[src/rtl/user_mgr_arbiter_pkg.sv]
// Shared types and constants for the user-domain manager arbiter.
package user_mgr_arbiter_pkg;

    // Upstream manager slots on the shared user-domain OBI port
    typedef enum logic [0:0] {
        UserMgrCnn = 1'b0,
        UserMgrDma = 1'b1
    } user_mgr_idx_e;

    localparam int unsigned NumUserMgr      = 2;
    localparam int unsigned UserMgrMaxTrans = 4;

    localparam int unsigned ObiAddrWidth = 32;
    localparam int unsigned ObiDataWidth = 32;
    localparam int unsigned ObiIdWidth   = 1;

    typedef struct packed {
        logic [ObiAddrWidth-1:0]   addr;
        logic                      we;
        logic [ObiDataWidth/8-1:0] be;
        logic [ObiDataWidth-1:0]   wdata;
        logic [ObiIdWidth-1:0]     aid;
    } mgr_obi_a_chan_t;

    typedef struct packed {
        mgr_obi_a_chan_t a;
        logic            req;
    } mgr_obi_req_t;

    typedef struct packed {
        logic [ObiDataWidth-1:0] rdata;
        logic [ObiIdWidth-1:0]   rid;
        logic                    err;
    } mgr_obi_r_chan_t;

    typedef struct packed {
        logic            gnt;
        logic            rvalid;
        mgr_obi_r_chan_t r;
    } mgr_obi_rsp_t;

    // Width of a manager index; at least one bit even for a single manager
    function automatic int unsigned idx_width(input int unsigned n);
        return (n > 1) ? $clog2(n) : 1;
    endfunction

endpackage

[src/rtl/user_mgr_id_fifo.sv]
// In-order FIFO of manager indices for outstanding OBI transactions.
module user_mgr_id_fifo #(
    parameter int unsigned Depth = 4,
    parameter int unsigned Width = 1
) (
    input  logic             clk_i,
    input  logic             rst_ni,
    input  logic             push_i,
    input  logic [Width-1:0] data_i,
    input  logic             pop_i,
    output logic             full_o,
    output logic             empty_o,
    output logic [Width-1:0] head_o
);

    localparam int unsigned PtrW = (Depth > 1) ? $clog2(Depth) : 1;
    localparam int unsigned CntW = $clog2(Depth + 1);

    logic [Width-1:0] mem_q [Depth];
    logic [PtrW-1:0]  wr_q;
    logic [PtrW-1:0]  rd_q;
    logic [CntW-1:0]  cnt_q;
    logic             do_push;
    logic             do_pop;

    assign full_o  = (cnt_q == CntW'(Depth));
    assign empty_o = (cnt_q == '0);
    assign head_o  = mem_q[rd_q];
    assign do_push = push_i & ~full_o;
    assign do_pop  = pop_i & ~empty_o;

    // Pointer and occupancy bookkeeping
    always_ff @(posedge clk_i or negedge rst_ni) begin
        if (!rst_ni) begin
            wr_q  <= '0;
            rd_q  <= '0;
            cnt_q <= '0;
        end else begin
            if (do_push) begin
                wr_q <= (wr_q == PtrW'(Depth - 1)) ? '0 : wr_q + 1'b1;
            end
            if (do_pop) begin
                rd_q <= (rd_q == PtrW'(Depth - 1)) ? '0 : rd_q + 1'b1;
            end
            case ({do_push, do_pop})
                2'b10:   cnt_q <= cnt_q + 1'b1;
                2'b01:   cnt_q <= cnt_q - 1'b1;
                default: cnt_q <= cnt_q;
            endcase
        end
    end

    // Storage; contents are only meaningful while occupied
    always_ff @(posedge clk_i) begin
        if (do_push) begin
            mem_q[wr_q] <= data_i;
        end
    end

endmodule

[src/rtl/user_mgr_arbiter.sv]
// Round-robin arbiter sharing the user-domain OBI manager port, with
// in-order response routing and an outstanding-transaction limit.
module user_mgr_arbiter
    import user_mgr_arbiter_pkg::*;
#(
    parameter int unsigned NumMgr      = 2,
    parameter int unsigned NumMaxTrans = 4,
    parameter type         obi_req_t   = mgr_obi_req_t,
    parameter type         obi_rsp_t   = mgr_obi_rsp_t
) (
    input  logic     clk_i,
    input  logic     rst_ni,
    input  obi_req_t sbr_ports_req_i [NumMgr],
    output obi_rsp_t sbr_ports_rsp_o [NumMgr],
    output obi_req_t mgr_port_req_o,
    input  obi_rsp_t mgr_port_rsp_i,
    output logic     busy_o,
    output logic     rsp_err_o
);

    localparam int unsigned IdxW = idx_width(NumMgr);

    logic [NumMgr-1:0] req_vec;
    logic [IdxW-1:0]   rr_q;
    logic [IdxW-1:0]   sel_q;
    logic              locked_q;
    logic [IdxW-1:0]   winner;
    logic [IdxW-1:0]   cand;
    logic              found;
    logic [IdxW-1:0]   head;
    logic              fifo_full;
    logic              fifo_empty;
    logic              fwd_req;
    logic              accept;
    logic              pop;
    logic              rsp_err_q;

    // Gather request bits
    always_comb begin
        req_vec = '0;
        for (int unsigned i = 0; i < NumMgr; i++) begin
            req_vec[i] = sbr_ports_req_i[i].req;
        end
    end

    // First requester at or after the pointer wins; a held lock overrides
    always_comb begin
        winner = rr_q;
        found  = 1'b0;
        cand   = '0;
        for (int unsigned off = 0; off < NumMgr; off++) begin
            cand = IdxW'((32'(rr_q) + off) % NumMgr);
            if (!found && req_vec[cand]) begin
                winner = cand;
                found  = 1'b1;
            end
        end
        if (locked_q) begin
            winner = sel_q;
        end
    end

    // Full uses the registered count, so a same-cycle pop cannot unblock
    assign fwd_req = rst_ni & req_vec[winner] & ~fifo_full;
    assign accept  = fwd_req & mgr_port_rsp_i.gnt;
    assign pop     = mgr_port_rsp_i.rvalid & ~fifo_empty;

    // Hold the selection while a forwarded request waits for its grant
    always_ff @(posedge clk_i or negedge rst_ni) begin
        if (!rst_ni) begin
            locked_q <= 1'b0;
            sel_q    <= '0;
        end else if (locked_q) begin
            if (accept || !req_vec[sel_q]) begin
                locked_q <= 1'b0;
            end
        end else if (fwd_req && !mgr_port_rsp_i.gnt) begin
            locked_q <= 1'b1;
            sel_q    <= winner;
        end
    end

    // Advance the round-robin pointer past each granted manager
    always_ff @(posedge clk_i or negedge rst_ni) begin
        if (!rst_ni) begin
            rr_q <= '0;
        end else if (accept) begin
            rr_q <= IdxW'((32'(winner) + 1) % NumMgr);
        end
    end

    // Sticky flag for responses that arrive with nothing outstanding
    always_ff @(posedge clk_i or negedge rst_ni) begin
        if (!rst_ni) begin
            rsp_err_q <= 1'b0;
        end else if (mgr_port_rsp_i.rvalid && fifo_empty) begin
            rsp_err_q <= 1'b1;
        end
    end

    user_mgr_id_fifo #(
        .Depth (NumMaxTrans),
        .Width (IdxW)
    ) i_id_fifo (
        .clk_i   (clk_i),
        .rst_ni  (rst_ni),
        .push_i  (accept),
        .data_i  (winner),
        .pop_i   (pop),
        .full_o  (fifo_full),
        .empty_o (fifo_empty),
        .head_o  (head)
    );

    // Downstream request: winner passed through; all-zero while in reset
    always_comb begin
        mgr_port_req_o = '0;
        if (rst_ni) begin
            mgr_port_req_o     = sbr_ports_req_i[winner];
            mgr_port_req_o.req = fwd_req;
        end
    end

    // Upstream responses: grant to the winner, r-channel to the FIFO head
    always_comb begin
        for (int unsigned i = 0; i < NumMgr; i++) begin
            sbr_ports_rsp_o[i] = '0;
            if (IdxW'(i) == winner) begin
                sbr_ports_rsp_o[i].gnt = accept;
            end
            if (pop && (IdxW'(i) == head)) begin
                sbr_ports_rsp_o[i].r      = mgr_port_rsp_i.r;
                sbr_ports_rsp_o[i].rvalid = 1'b1;
            end
        end
    end

    assign busy_o    = ~fifo_empty | fwd_req;
    assign rsp_err_o = rsp_err_q;

endmodule

[config.mk]
export PLATFORM = sky130hd
export DESIGN_NAME = user_mgr_arbiter
export DESIGN_NICKNAME = d
export VERILOG_FILES = /design/src/rtl/user_mgr_arbiter_pkg.sv /design/src/rtl/user_mgr_id_fifo.sv /design/src/rtl/user_mgr_arbiter.sv
export SDC_FILE = /design/constraint.sdc
export NUM_CORES = 1
export LEC_CHECK = 0
export ABC_AREA = 1
export ABC_CLOCK_PERIOD_IN_PS = 3400
export CAP_MARGIN = 20
export CORE_AREA = 5 5 123 125
export DETAILED_ROUTE_END_ITERATION = 10
export DIE_AREA = 0 0 128 130
export PLACE_DENSITY = 0.56
export SLEW_MARGIN = 20
export SYNTH_ARGS = -nofsm -noshare
export SYNTH_HDL_FRONTEND = slang
export SYNTH_HIERARCHICAL = 1
export SYNTH_SLANG_ARGS = --single-unit
[constraint.sdc]
create_clock -name clk_i -period 3.4 [get_ports clk_i]
set_clock_uncertainty 0.1 [all_clocks]
set_input_delay 0.34 -clock clk_i [delete_from_list [all_inputs] [get_ports clk_i]]
set_output_delay 0.34 -clock clk_i [all_outputs]
set_load 0.02 [all_outputs]
==> impl_results.md <==
- Status: completed
- P_int: 0.00163 W
- Commonest non-fill, non-tap cell in the layout: clkdlybuf4s50_1
- CTS H-tree depth: 1
- Required time of the critical path: 2.96 ns
- Antenna cell count: 0
- Clk_lat worst skew: 0.25 ns
- Net switching power: 0.00173 W
- Vias in the first global route: 3962
- Comb power frac: 83.4%
- Sw Ratio: 51.5%
- Post_cts resized: 0
- DRT iter0 DRCs: 159
- Share of cells above drive strength 1: 3.01%
- CP endpoint kind: output pin
- Synth Area in XOR/XNOR: 0.363%
- Post-Synthesis Cells: 458
- Synth cell types: 26
- Wire per inst: 14.9 um
- Endpoints failing hold: 0
- Layout overhead on the synthesized area: 141%
- Global-route wire length before repair: 21100 um
- Post-route setup TNS: 0 ns
- Total track usage: 15.8%
- Initial Util: 17.5%
- Grt ovf: 0
- First-pass DRT Iterations: 4
- Vias: 3873
- Hold crit path type: reg2reg
- Least-Margin Pin Slew: 0.550 ns
- CTS root buffer: clkbuf_16
- Most frequent cells in the layout: 323 x clkdlybuf4s50_1, 218 x nor2_1, 56 x inv_1, 55 x o21ai_0, 29 x nand2_1
- Post-synthesis adder-cell area fraction: 3.95%
- Syn avg cell area: 5.26 um^2
- Total clock sinks: 15
- Fin. max-slew vios: 0
- PD cells: 579 mW/mm^2
- CP Class: in2out
- Worst Path Max Fanout: 24
- Die Height: 130 um
- Num CTS Buffers: 3
- DRC viols: 0
- Largest family of logic cells by synthesized area: simple AND/OR/NAND/NOR gates
- Register share of total power: 9.7%
- Fin area: 0.00582 mm^2
- Pin count of the biggest net entering global routing: 77
- Setup violators final: 0
- Simple-gate share of the synthesized area: 44.0%
- Register area: 395 um^2
- Post-synthesis mux area share: 0%
- Complex-gate fraction of the synthesized area: 16.6%
- Worst EP arrival: 2.64 ns
- Die Wd: 128 um
- Utilization after layout: 42.3%
- Mapped Area: 0.00241 mm^2
- Core Region: 0.0138 mm^2
- Initial antenna violation count: 0
- Leakage: 2.55 nW
- #FFs+latches synth: 15
- Max_slew headroom: 63.3%
- I/O pin total: 325
- Vias per std cell: 4.10
- Fmax achieved: 325 MHz
- Synthesized Nets: 645
- Clock Power Share: 6.9%
- FILL cells: 1441
- Antenna-violating nets left: 0
- Register area share after synthesis: 16.4%
- Final HPWL DP: 11900 um
- Post-Route WL: 14100 um
- CP Launch Type: input pin
- Tcrit/Tclk final: 90.6%
- Count of input and output buffers: 324
- Placed Area: 0.00573 mm^2
- Die area: 0.0166 mm^2
- Row cnt: 43
- Combined area of the multi-input logic cells: 0.00156 mm^2
- Tmin final: 3.08 ns
- Yosys Warn Count: 6
- Clock transition at path regs: 0.05 ns
- Maxcap violations: 0
- Peak supply drop: 0.379 mV
- CTS tree: yes
- Net count, final: 952
- Max clock buf depth: 2
- Unrepaired setup endpoints after global routing: no
- Final Wtd Congestion: 0.911
-- stage by stage --
stage	instances	total power [W]	hold WS, ns	setup WS (ns)
finish	944	0.00337	0.366	0.320
global route	944	0.00365	0.382	0.0148
CTS	944	0.00341	0.367	0.259
detailed placement	939	0.00316	0.186	0.229
global placement	939	0.00313	0.180	0.332
floorplan	458	0.00198	-0.0556	0.940
-- critical path: stages --
cell and delay (ns):
dlygate4sd3_1 0.54, buf_2 0.37, inv_1 0.07, nor2_1 0.17, nand2_1 0.09, nor2_2 0.23
nand3_1 0.14, inv_1 0.07, clkdlybuf4s50_1 0.62
-- power groups by stage --
stage	clock, W	sequential [W]	combinational [W]
floorplan	0	0.000312	0.00167
global placement	0	0.000321	0.00281
detailed placement	0	0.000326	0.00284
CTS	0.000240	0.000324	0.00285
global route	0.000246	0.000337	0.00306
finish	0.000233	0.000325	0.00281
-- final cells by class --
class	instances	share of cell area, %
Sequential cell	15	6.79
Multi-Input combinational cell	353	26.9
Clock buffer	4	1.35
Inverter	62	4.00
Timing Repair Buffer	330	57.1
Tap cell	180	3.87
-- cell usage after synthesis, drive strengths merged --
| library cell | count | share of area [%] |
|---|---|---|
| nor2 | 219 | 34 |
| o21ai | 72 | 15 |
| inv | 62 | 9.7 |
| nand2 | 33 | 5.8 |
| buf | 15 | 7.0 |
| clkbuf | 13 | 2.0 |
| dfrtp | 11 | 11 |
| nand3 | 10 | 2.8 |
| ha | 6 | 3.1 |
| a21oi | 4 | 0.99 |
| edfxtp | 4 | 5.0 |
| nand4 | 3 | 0.78 |
| a21o | 1 | 0.31 |
| fa | 1 | 0.83 |
| nor3 | 1 | 0.21 |
| o211ai | 1 | 0.31 |
| or2 | 1 | 0.26 |
| xnor2 | 1 | 0.36 |
-- layer usage --
metal / track usage (%) / routed length (um)
met5: 0 / 0
met1: 17.5 / 5280
met3: 3.52 / 1130
met2: 30.9 / 7550
met4: 2.81 / 102
-- cells by family (layout without fill, tap and decap cells) --
group,Yosys count,in the layout
AO/OA/AOI/OAI,78,78
buffers and inverters,90,396
flip-flops,15,15
adder cells (fa/ha/maj),7,7
AND/OR/NAND/NOR,267,267
XOR/XNOR,1,1
-- flip-flops by register name (all words and copies together), names as in the netlist --
signal / cells
i_id_fifo/cnt_q: 3
rr_q: 1
rsp_err_o: 1
sel_q: 1
locked_q: 1
i_id_fifo/mem_q: 4
i_id_fifo/wr_q: 2
i_id_fifo/rd_q: 2
-- final timing paths --
| path | from | end | slack [ns] | cells after the start |
|---|---|---|---|---|
| worst max-delay path | rst_ni | sbr_ports_rsp_o[71] | 0.32 | 9 |
| worst min-delay path | rsp_err_o | rsp_err_o | 0.37 | 1 |
| worst max register to register | locked_q | i_id_fifo/cnt_q[2] | 0.78 | 15 |
| worst min register to register | rsp_err_o | rsp_err_o | 0.37 | 1 |
| max in group asynchronous | rst_ni | locked_q | 2.18 | 3 |
| min in group asynchronous | rst_ni | i_id_fifo/cnt_q[2] | 0.48 | 2 |
-- timing repair --
| item | in CTS | in global routing |
|---|---|---|
| endpoints found under the hold margin | 3 | 0 |
| setup buffers | 0 | 0 |
| hold buffers | 1 | 0 |
No activity file was read; power rests on OpenSTA's default activity.
